[config.mk]
export PLATFORM = sky130hd
export DESIGN_NAME = dot_product_feeder
export DESIGN_NICKNAME = d
export VERILOG_FILES = /design/src/rtl/dot_product_feeder.sv
export SDC_FILE = /design/constraint.sdc
export NUM_CORES = 1
export LEC_CHECK = 0
export BUFFER_PORTS_ARGS = -buffer_cell sky130_fd_sc_hd__buf_4
export CORE_ASPECT_RATIO = 1.25
export CORE_UTILIZATION = 40
export CTS_CLUSTER_SIZE = 12
export DETAILED_ROUTE_END_ITERATION = 8
export PLACE_DENSITY = 0.66
export SLEW_MARGIN = 20
export SYNTH_ARGS = -nofsm -noshare
export SYNTH_HDL_FRONTEND = slang
export SYNTH_SLANG_ARGS = --single-unit
[constraint.sdc]
create_clock -name clk -period 4.7 [get_ports clk]
set_input_delay 0.94 -clock clk [delete_from_list [all_inputs] [get_ports clk]]
set_output_delay 0.94 -clock clk [all_outputs]
set_load 0.05 [all_outputs]
[src/rtl/dot_product_feeder.sv]
// dot_product_feeder
// Initiator-side sequencer for a dot-product core's load/start/done interface.
// Accepts a length command plus an interleaved operand stream (A0,B0,A1,B1,...).
// Writes each word into the core's A/B memories and pulses start_calc. It then
// waits for calc_done and returns the result (or an error) on a valid/ready port.
//
// Handshakes: a transfer happens on a rising clk edge where valid and ready are
// both high. Ready is never a function of valid on the same port. Once the
// feeder raises res_valid, it holds res_valid, res_data and res_error stable
// until res_ready is seen.
//
// Ports:
//   clk, rstn                  clock, asynchronous active-low reset
//   cmd_valid/cmd_ready/cmd_len command channel (vector length)
//   s_data/s_valid/s_ready     operand word stream
//   data_in, write_addr,
//   write_en_a, write_en_b     memory write port toward the core
//   start_calc, vector_length  calculation kick-off toward the core
//   calc_done, result          completion and dot product from the core
//   res_data/res_error/
//   res_valid/res_ready        result channel
//   busy                       high in every state except IDLE
//   state_dbg                  current FSM state, for observation
module dot_product_feeder #(
  parameter int DATA_WIDTH      = 32,
  parameter int MAX_VECTOR_SIZE = 7,
  parameter int ADDR_WIDTH      = 3,
  parameter int LEN_WIDTH       = 4,
  parameter int TIMEOUT_CYCLES  = 1024
) (
  input  logic                  clk,
  input  logic                  rstn,
  input  logic                  cmd_valid,
  output logic                  cmd_ready,
  input  logic [LEN_WIDTH-1:0]  cmd_len,
  input  logic [DATA_WIDTH-1:0] s_data,
  input  logic                  s_valid,
  output logic                  s_ready,
  output logic [DATA_WIDTH-1:0] data_in,
  output logic [ADDR_WIDTH-1:0] write_addr,
  output logic                  write_en_a,
  output logic                  write_en_b,
  output logic                  start_calc,
  output logic [LEN_WIDTH-1:0]  vector_length,
  input  logic                  calc_done,
  input  logic [DATA_WIDTH-1:0] result,
  output logic [DATA_WIDTH-1:0] res_data,
  output logic                  res_error,
  output logic                  res_valid,
  input  logic                  res_ready,
  output logic                  busy,
  output logic [2:0]            state_dbg
);

  localparam int TW = $clog2(TIMEOUT_CYCLES + 1);
  localparam logic [TW-1:0]        TO_LAST = TW'(TIMEOUT_CYCLES - 1);
  localparam logic [LEN_WIDTH-1:0] MAX_LEN = LEN_WIDTH'(MAX_VECTOR_SIZE);
  localparam logic [LEN_WIDTH-1:0] ONE     = LEN_WIDTH'(1);

  typedef enum logic [2:0] {
    S_IDLE   = 3'd0,
    S_LOAD_A = 3'd1,
    S_LOAD_B = 3'd2,
    S_START  = 3'd3,
    S_WAIT   = 3'd4,
    S_RESP   = 3'd5
  } state_t;

  state_t               state;
  logic [LEN_WIDTH-1:0] len;
  logic [LEN_WIDTH-1:0] idx;
  logic [TW-1:0]        tmo_cnt;

  assign state_dbg = state;

  always_ff @(posedge clk or negedge rstn) begin
    if (!rstn) begin
      state         <= S_IDLE;
      len           <= '0;
      idx           <= '0;
      tmo_cnt       <= '0;
      cmd_ready     <= 1'b0;
      s_ready       <= 1'b0;
      data_in       <= '0;
      write_addr    <= '0;
      write_en_a    <= 1'b0;
      write_en_b    <= 1'b0;
      start_calc    <= 1'b0;
      vector_length <= '0;
      res_data      <= '0;
      res_error     <= 1'b0;
      res_valid     <= 1'b0;
      busy          <= 1'b0;
    end else begin
      // Strobes and the start pulse are one cycle wide unless re-armed below.
      write_en_a <= 1'b0;
      write_en_b <= 1'b0;
      start_calc <= 1'b0;

      case (state)
        S_IDLE: begin
          if (cmd_valid && cmd_ready) begin
            cmd_ready <= 1'b0;
            busy      <= 1'b1;
            if (cmd_len == '0 || cmd_len > MAX_LEN) begin
              res_data  <= '0;
              res_error <= 1'b1;
              res_valid <= 1'b1;
              state     <= S_RESP;
            end else begin
              len     <= cmd_len;
              idx     <= '0;
              s_ready <= 1'b1;
              state   <= S_LOAD_A;
            end
          end else begin
            // Comes up one edge after reset release.
            cmd_ready <= 1'b1;
          end
        end

        S_LOAD_A: begin
          if (s_valid && s_ready) begin
            data_in    <= s_data;
            write_addr <= idx[ADDR_WIDTH-1:0];
            write_en_a <= 1'b1;
            state      <= S_LOAD_B;
          end
        end

        S_LOAD_B: begin
          if (s_valid && s_ready) begin
            data_in    <= s_data;
            write_addr <= idx[ADDR_WIDTH-1:0];
            write_en_b <= 1'b1;
            idx        <= idx + ONE;
            if (idx == len - ONE) begin
              s_ready <= 1'b0;
              state   <= S_START;
            end else begin
              state <= S_LOAD_A;
            end
          end
        end

        S_START: begin
          start_calc    <= 1'b1;
          vector_length <= len;
          tmo_cnt       <= '0;
          state         <= S_WAIT;
        end

        S_WAIT: begin
          // The first WAIT cycle is the start_calc cycle. calc_done there may
          // still reflect the previous calculation, so it is skipped.
          if (!start_calc) begin
            if (calc_done) begin
              res_data  <= result;
              res_error <= 1'b0;
              res_valid <= 1'b1;
              state     <= S_RESP;
            end else if (tmo_cnt == TO_LAST) begin
              res_data  <= '0;
              res_error <= 1'b1;
              res_valid <= 1'b1;
              state     <= S_RESP;
            end else begin
              tmo_cnt <= tmo_cnt + 1'b1;
            end
          end
        end

        S_RESP: begin
          if (res_ready) begin
            res_valid <= 1'b0;
            busy      <= 1'b0;
            cmd_ready <= 1'b1;
            state     <= S_IDLE;
          end
        end

        default: begin
          state     <= S_IDLE;
          cmd_ready <= 1'b0;
          s_ready   <= 1'b0;
          res_valid <= 1'b0;
          busy      <= 1'b0;
        end
      endcase
    end
  end

endmodule

==> impl_metrics.env, run 1 <==
export IMPL_path_clk_slew_ns=0.07
export IMPL_crit_path_top_delay_cell="a21oi_1"
export IMPL_grt_pass1_vias=3485
export IMPL_async_flop_share_pct=100
export IMPL_required_ns=4.92
export IMPL_drt_antenna_violating_nets=0
export IMPL_skew_ns=0.00854
export IMPL_post_cts_setup_buffers=0
export IMPL_final_min_clock_period_ns=2.73
export IMPL_slowest_delay_ns=0.82
export IMPL_fillers=948
export IMPL_drt_first_pass_iters=7
export IMPL_h_tree_depth=3
export IMPL_route_vias_total=3533
export IMPL_path_buf_inv=1
export IMPL_clock_tree_root_cell="clkbuf_16"
export IMPL_synthTopCellsByArea="dfrtp_1, mux2_1, mux2i_1"
export IMPL_routed_via_density=5.08
export IMPL_p_clk_share_pct=17.3
export IMPL_grt_overflow=0
export IMPL_reg2reg_slack_ns=1.97
export IMPL_max_freq_mhz=366
export IMPL_power_density_nw_per_um2=723
export IMPL_setup_violations=0
export IMPL_fin_crit_sh_pct=58.2
export IMPL_crit_path_start_kind="flip-flop"
export IMPL_leakagePower_uw=0.00306
export IMPL_synth_top_area_share_pct=55.0
export IMPL_synth_yosys_seq_area_share_pct=55.0
export IMPL_hold_worst_slack_ns=0.487
export IMPL_start_util_pct=41.3
export IMPL_gp_congestion=0.846
export IMPL_wl_um=10600
export IMPL_drtIter0Drc=153
export IMPL_drc=19
export IMPL_grt_pass1_wl_um=17200
export IMPL_hpwl_um=7790
export IMPL_rsz0062_at_grt="false"
export IMPL_maxCapViolCount=0
export IMPL_cts_sinks=101
export IMPL_arrival_ns=2.96
export IMPL_syn_num_nets=481
export IMPL_rows=43
export IMPL_cts_resized=0
export IMPL_ys_types=51
export IMPL_final_cell_mix="buf_4, dfrtp_1, nand2_1"
export IMPL_diodes=0
export IMPL_yosys_warnings=0
export IMPL_status="finished, violations left"
export IMPL_cp_cell_sequence="nand3b_1 -> inv_2 -> a21oi_1 -> nor2_2 -> mux2_4"
export IMPL_critPathKind="reg2reg"
export IMPL_combPwrFrac_pct=51.4
export IMPL_dpl_cell_area_um2=5880
export IMPL_area_growth_pct=34.8
export IMPL_die_y_um=122
export IMPL_syn_inst=404
export IMPL_max_slew_worst_pin_slew_ns=1.01
export IMPL_insertion_delay_ns=0.34
export IMPL_clockBufferDepth=2
export IMPL_io_pins=156
export IMPL_cts_tree="yes"
export IMPL_wl_per_cell_um=15.2
export IMPL_total_power_uw=4480
export IMPL_p_switching_uw=2100
export IMPL_fin_util_pct=55.6
export IMPL_tns_ns=0
export IMPL_hold_path_class="reg2reg"
export IMPL_violations="DRC"
export IMPL_ys_flop_type="dfrtp_1"
export IMPL_slew_headroom_pct=32.6
export IMPL_cpLargestDelayFamily="compound AO/OA/AOI/OAI gates"
export IMPL_io_buffers=155
export IMPL_crit_fanout=18
export IMPL_final_nets=633
export IMPL_p_sw_share_pct=46.9
export IMPL_final_common_cell="buf_4"
export IMPL_chipWidth_um=97.9
export IMPL_core_area_um2=11100
export IMPL_yosys_register_bits=101
export IMPL_final_max_slew_viol_count=0
export IMPL_yosysTopAreaCell="dfrtp_1"
export IMPL_ctsHoldBuffers=0
export IMPL_grtUsageTotal_pct=18.4
export IMPL_p_seq_share_pct=31.3
export IMPL_finalHoldViolCount=0
export IMPL_synth_edff_count=0
export IMPL_end_kind="flip-flop"
export IMPL_final_area_um2=6200
export IMPL_die_area_um2=11900
export IMPL_ir_drop_mv=0.281
export IMPL_synth_cell_area_um2=4600
export IMPL_avgSynthCellArea_um2=11.4
export IMPL_grt_start_max_net_pins=77
export IMPL_power_internal_uw=2380
export IMPL_numCtsBuffers=9
export IMPL_layout_drive_gt1_share_pct=33.3
export IMPL_antenna_found_initial=0
-- power by group through the flow --
stage / logic (µW) / registers (µW) / clock network (µW)
finish: 2300 / 1400 / 775
global route: 2430 / 1450 / 834
CTS: 2320 / 1410 / 797
detailed placement: 2320 / 1420 / 0
global placement: 2280 / 1400 / 0
floorplan: 754 / 2280 / 0
-- flip-flops by register name, indices dropped and copies added, names as in the netlist --
register / flops
idx: 4
res_valid: 1
s_ready: 1
write_en_a: 1
state_dbg: 3
res_data: 32
data_in: 32
res_error: 1
busy: 1
vector_length: 4
tmo_cnt: 11
len: 4
start_calc: 1
write_addr: 3
cmd_ready: 1
write_en_b: 1
-- cell type report --
class	instances	area (µm²)	share of cell area, %
clock buffers	11	253	4.08
clock inverters	5	66.3	1.07
inverters	38	143	2.30
multi-input cells	247	1840	29.7
flip-flops and latches	101	2530	40.8
well taps	135	169	2.73
repair buffers	159	1200	19.4
-- worst reg2reg max path, stage by stage, from the launching register on --
cell and delay, ns:
dfrtp_1 0.68, nand3b_1 0.43, inv_2 0.21, a21oi_1 0.82, nor2_2 0.15, mux2_4 0.34
-- per-stage QoR --
step | std cells | setup slack (ns)
finish | 696 | 1.97
global route | 696 | 1.75
CTS | 696 | 1.94
detailed placement | 680 | 1.95
global placement | 679 | 2.02
floorplan | 404 | 2.43
-- cells by family (layout without fill, tap and decap cells) --
logic type	count (synthesis)	in the layout	share of synthesized area (%)
muxes	71	71	16.5
DFF	101	101	55.0
xor gates and xnor gates	7	7	1.33
adders and majority gates	3	3	0.817
and+or+nand+nor	115	115	13.8
buffers and inverters	56	213	5.04
AOI/OAI and AO/OA	51	51	7.46
-- routing by layer --
layer | vias up | part of all wire, % | global-route usage, %
li1 | 1698 | - | -
met1 | 1710 | 40 | 22.4
met2 | 111 | 52 | 32.0
met3 | 14 | 6.2 | 4.59
met4 | 0 | 1.6 | 5.78
met5 | - | 0 | 0
-- cells in the mapped netlist, types with 4 or more instances --
library cell / count
dfrtp_1: 101
nand2_1: 58
inv_1: 36
mux2_1: 36
mux2i_1: 34
a21oi_1: 12
nor2_1: 10
clkbuf_1: 9
nand3_1: 8
a31oi_1: 7
o31ai_1: 7
or4_1: 7
o21ai_0: 6
xnor2_1: 6
buf_2: 5
nand3b_1: 5
o21ai_1: 5
buf_4: 4
-- path summary, 6_finish.rpt --
kind	from	depth (start not counted)	end
worst min register to register	data_in[16]	1	data_in[16]
min in group asynchronous	rstn	1	data_in[3]
max in group asynchronous	rstn	2	res_data[20]
worst min-delay path	data_in[16]	1	data_in[16]
worst max-delay path	state_dbg[2]	5	tmo_cnt[0]
worst max register to register	state_dbg[2]	5	tmo_cnt[0]
(Power assumes the default switching activity.)
==> run 2, diff against run 1 <==
--- a/config.mk
+++ b/config.mk
@@ -5,12 +5,13 @@
 export SDC_FILE = /design/constraint.sdc
 export NUM_CORES = 1
 export LEC_CHECK = 0
+export ABC_AREA = 1
 export BUFFER_PORTS_ARGS = -buffer_cell sky130_fd_sc_hd__buf_4
 export CORE_ASPECT_RATIO = 1.25
 export CORE_UTILIZATION = 40
 export CTS_CLUSTER_SIZE = 12
 export DETAILED_ROUTE_END_ITERATION = 8
-export PLACE_DENSITY = 0.66
+export PLACE_DENSITY = 0.68
 export SLEW_MARGIN = 20
 export SYNTH_ARGS = -nofsm -noshare
 export SYNTH_HDL_FRONTEND = slang
==> constraint.sdc (replaced) <==
create_clock -name clk -period 2.4 [get_ports clk]
set_input_delay 0.48 -clock clk [delete_from_list [all_inputs] [get_ports clk]]
set_output_delay 0.48 -clock clk [all_outputs]
set_load 0.05 [all_outputs]
==> impl_metrics.env, run 2 <==
export IMPL_status="complete, no violations"
export IMPL_die_area_um2=12300
export IMPL_ctsHoldBuffers=0
export IMPL_h_tree_depth=3
export IMPL_cts_tree="yes"
export IMPL_reg2reg_to="res_data[23]"
export IMPL_setup_violations=0
export IMPL_start_util_pct=41.0
export IMPL_power_density_nw_per_um2=1370
export IMPL_syn_num_nets=625
export IMPL_max_freq_mhz=508
export IMPL_final_max_slew_viol_count=0
export IMPL_area_growth_pct=32.3
export IMPL_final_area_um2=6270
export IMPL_crit_path_start_kind="flip-flop"
export IMPL_combPwrFrac_pct=53.4
export IMPL_p_switching_uw=4220
export IMPL_numCtsBuffers=9
export IMPL_synth_top_area_share_pct=53.3
export IMPL_layout_drive_gt1_share_pct=30.0
export IMPL_cts_resized=0
export IMPL_post_cts_setup_buffers=0
export IMPL_antenna_found_initial=0
export IMPL_grt_start_max_net_pins=45
export IMPL_synth_top_cells_by_count="nand2_1, dfrtp_1, nor2_1"
export IMPL_p_clk_share_pct=15.9
export IMPL_dpl_cell_area_um2=5990
export IMPL_dpl_cell_count=823
export IMPL_skew_ns=0.0112
export IMPL_maxCapViolCount=0
export IMPL_reg_top3="data_in (32), res_data (32), tmo_cnt (11)"
export IMPL_r2r_start="tmo_cnt[0]"
export IMPL_avgSynthCellArea_um2=8.65
export IMPL_die_y_um=124
export IMPL_drt_antenna_violating_nets=0
export IMPL_grt_pass1_wl_um=18300
export IMPL_drtIter0Drc=153
export IMPL_clockBufferDepth=2
export IMPL_fin_crit_sh_pct=82.1
export IMPL_end_kind="flip-flop"
export IMPL_drc=0
export IMPL_yosys_register_bits=101
export IMPL_wl_um=11100
export IMPL_reg2reg_slack_ns=0.43
export IMPL_route_vias_total=4119
export IMPL_ys_types=30
export IMPL_power_internal_uw=4340
export IMPL_p_sw_share_pct=49.3
export IMPL_fin_util_pct=54.2
export IMPL_required_ns=2.67
export IMPL_yosys_warnings=0
export IMPL_insertion_delay_ns=0.34
export IMPL_io_pins=156
export IMPL_rows=44
export IMPL_synth_edff_count=0
export IMPL_core_area_um2=11600
export IMPL_post_synth_top_count_cell="nand2_1"
export IMPL_finalHoldViolCount=0
export IMPL_diodes=0
export IMPL_io_buffers=155
export IMPL_async_flop_share_pct=100
export IMPL_hold_path_class="in2async"
export IMPL_final_common_cell="nand2_1"
export IMPL_ir_drop_mv=0.741
export IMPL_r2r_cells=10
export IMPL_syn_inst=548
export IMPL_p_seq_share_pct=30.7
export IMPL_routed_via_density=4.91
export IMPL_hpwl_um=7950
export IMPL_tns_ns=0
export IMPL_clock_tree_root_cell="clkbuf_16"
export IMPL_chipWidth_um=99.3
export IMPL_synthTopCellsByArea="dfrtp_1, nand2_1, nand3_1"
export IMPL_synth_cell_area_um2=4740
export IMPL_cts_sinks=101
export IMPL_critPathKind="reg2reg"
export IMPL_instances_no_fill=839
export IMPL_crit_fanout=33
export IMPL_wl_per_cell_um=13.2
export IMPL_max_slew_worst_pin_slew_ns=0.660
export IMPL_leakagePower_uw=0.00330
export IMPL_yosysTopAreaCell="dfrtp_1"
export IMPL_arrival_ns=2.24
export IMPL_grt_overflow=0
export IMPL_final_min_clock_period_ns=1.97
export IMPL_rsz0062_at_grt="false"
export IMPL_synth_yosys_seq_area_share_pct=53.3
export IMPL_fillers=1109
export IMPL_slew_headroom_pct=56.0
export IMPL_ys_flop_type="dfrtp_1"
export IMPL_final_nets=773
export IMPL_gp_congestion=0.809
export IMPL_drt_first_pass_iters=4
export IMPL_final_cell_mix="nand2_1, buf_4, dfrtp_1"
export IMPL_path_clk_slew_ns=0.07
export IMPL_grtUsageTotal_pct=18.7
export IMPL_grt_pass1_vias=4013
[run 2: cell count changes in the layout (fill, tap and decap cells not counted), sizes merged, moves of 5 or more]
cell / previous run / this run
nand3: 9 / 48
nor2: 11 / 67
a31oi: 7 / 1
inv: 40 / 28
mux2i: 34 / 0
or4: 7 / 0
mux2: 37 / 32
xnor2: 6 / 1
xor2: 1 / 8
a21oi: 12 / 3
nand2: 58 / 194
o31ai: 8 / 0
o21ai: 11 / 25
nand3b: 5 / 0
[run 2: worst max path at each step]
stage / from / endpoint / cells after the start / slack (ns)
6_report: tmo_cnt[0] / res_data[23] / 10 / 0.43
5_1_grt: tmo_cnt[0] / res_data[12] / 10 / 0.17
4_1_cts: tmo_cnt[0] / res_data[1] / 10 / 0.43
3_5_place_dp: tmo_cnt[0] / res_data[17] / 10 / 0.44
3_3_place_gp: tmo_cnt[0] / res_data[16] / 10 / 0.55
2_1_floorplan: state_dbg[0] / data_in[17] / 6 / 0.55
[run 2: power by group through the flow]
stage,clock network [µW],logic (µW),registers [µW]
finish,1360,4580,2630
global route,1450,4920,2710
CTS,1400,4600,2640
detailed placement,0,4590,2670
global placement,0,4540,2640
floorplan,0,1500,4420
[run 2: worst max-delay path: stages, from the launching register on]
cell and delay [ns]:
dfrtp_1 0.41, ha_1 0.25, inv_1 0.08, nor2_2 0.16
nand3_1 0.16, nand3_1 0.12, nand2_1 0.09, inv_2 0.09
buf_4 0.33, nand3_1 0.14, nand2_1 0.09
[run 2: through the flow]
step / setup slack (ns) / hold slack, ns / power, µW
finish: 0.430 / 0.140 / 8560
global route: 0.169 / 0.184 / 9080
CTS: 0.429 / 0.147 / 8640
detailed placement: 0.440 / 0.460 / 7260
global placement: 0.548 / 0.455 / 7170
floorplan: 0.553 / 0.184 / 5920
[run 2: final cells by class]
class / count / area [µm²] / share of cell area, %
clock buffer: 11 / 243 / 3.87
clock inverter: 5 / 36.3 / 0.579
inverter: 28 / 105 / 1.68
multi-input combinational: 395 / 1970 / 31.3
sequential: 101 / 2530 / 40.3
tap: 138 / 173 / 2.75
timing repair buffer: 161 / 1220 / 19.5
[run 2: routing by layer]
| metal | routed length, µm | GRT usage, % | up-vias |
|---|---|---|---|
| met4 | 170 | 7.17 | 0 |
| met1 | 4750 | 22.9 | 1969 |
| met3 | 486 | 2.53 | 11 |
| li1 | - | - | 2035 |
| met2 | 5650 | 33.6 | 104 |
| met5 | 0 | 0 | - |
[run 2: kinds of logic (layout without fill, tap and decap cells)]
| family | count (synthesis) | count (layout) | share of synthesized area (%) |
|---|---|---|---|
| xor gates and xnor gates | 9 | 9 | 1.66 |
| buffers and inverters | 52 | 205 | 5.18 |
| and+or+nand+nor | 319 | 319 | 27.8 |
| muxes | 32 | 32 | 7.60 |
| DFF | 101 | 101 | 53.3 |
| AOI/OAI and AO/OA | 32 | 32 | 3.64 |
| adders and majority gates | 3 | 3 | 0.792 |
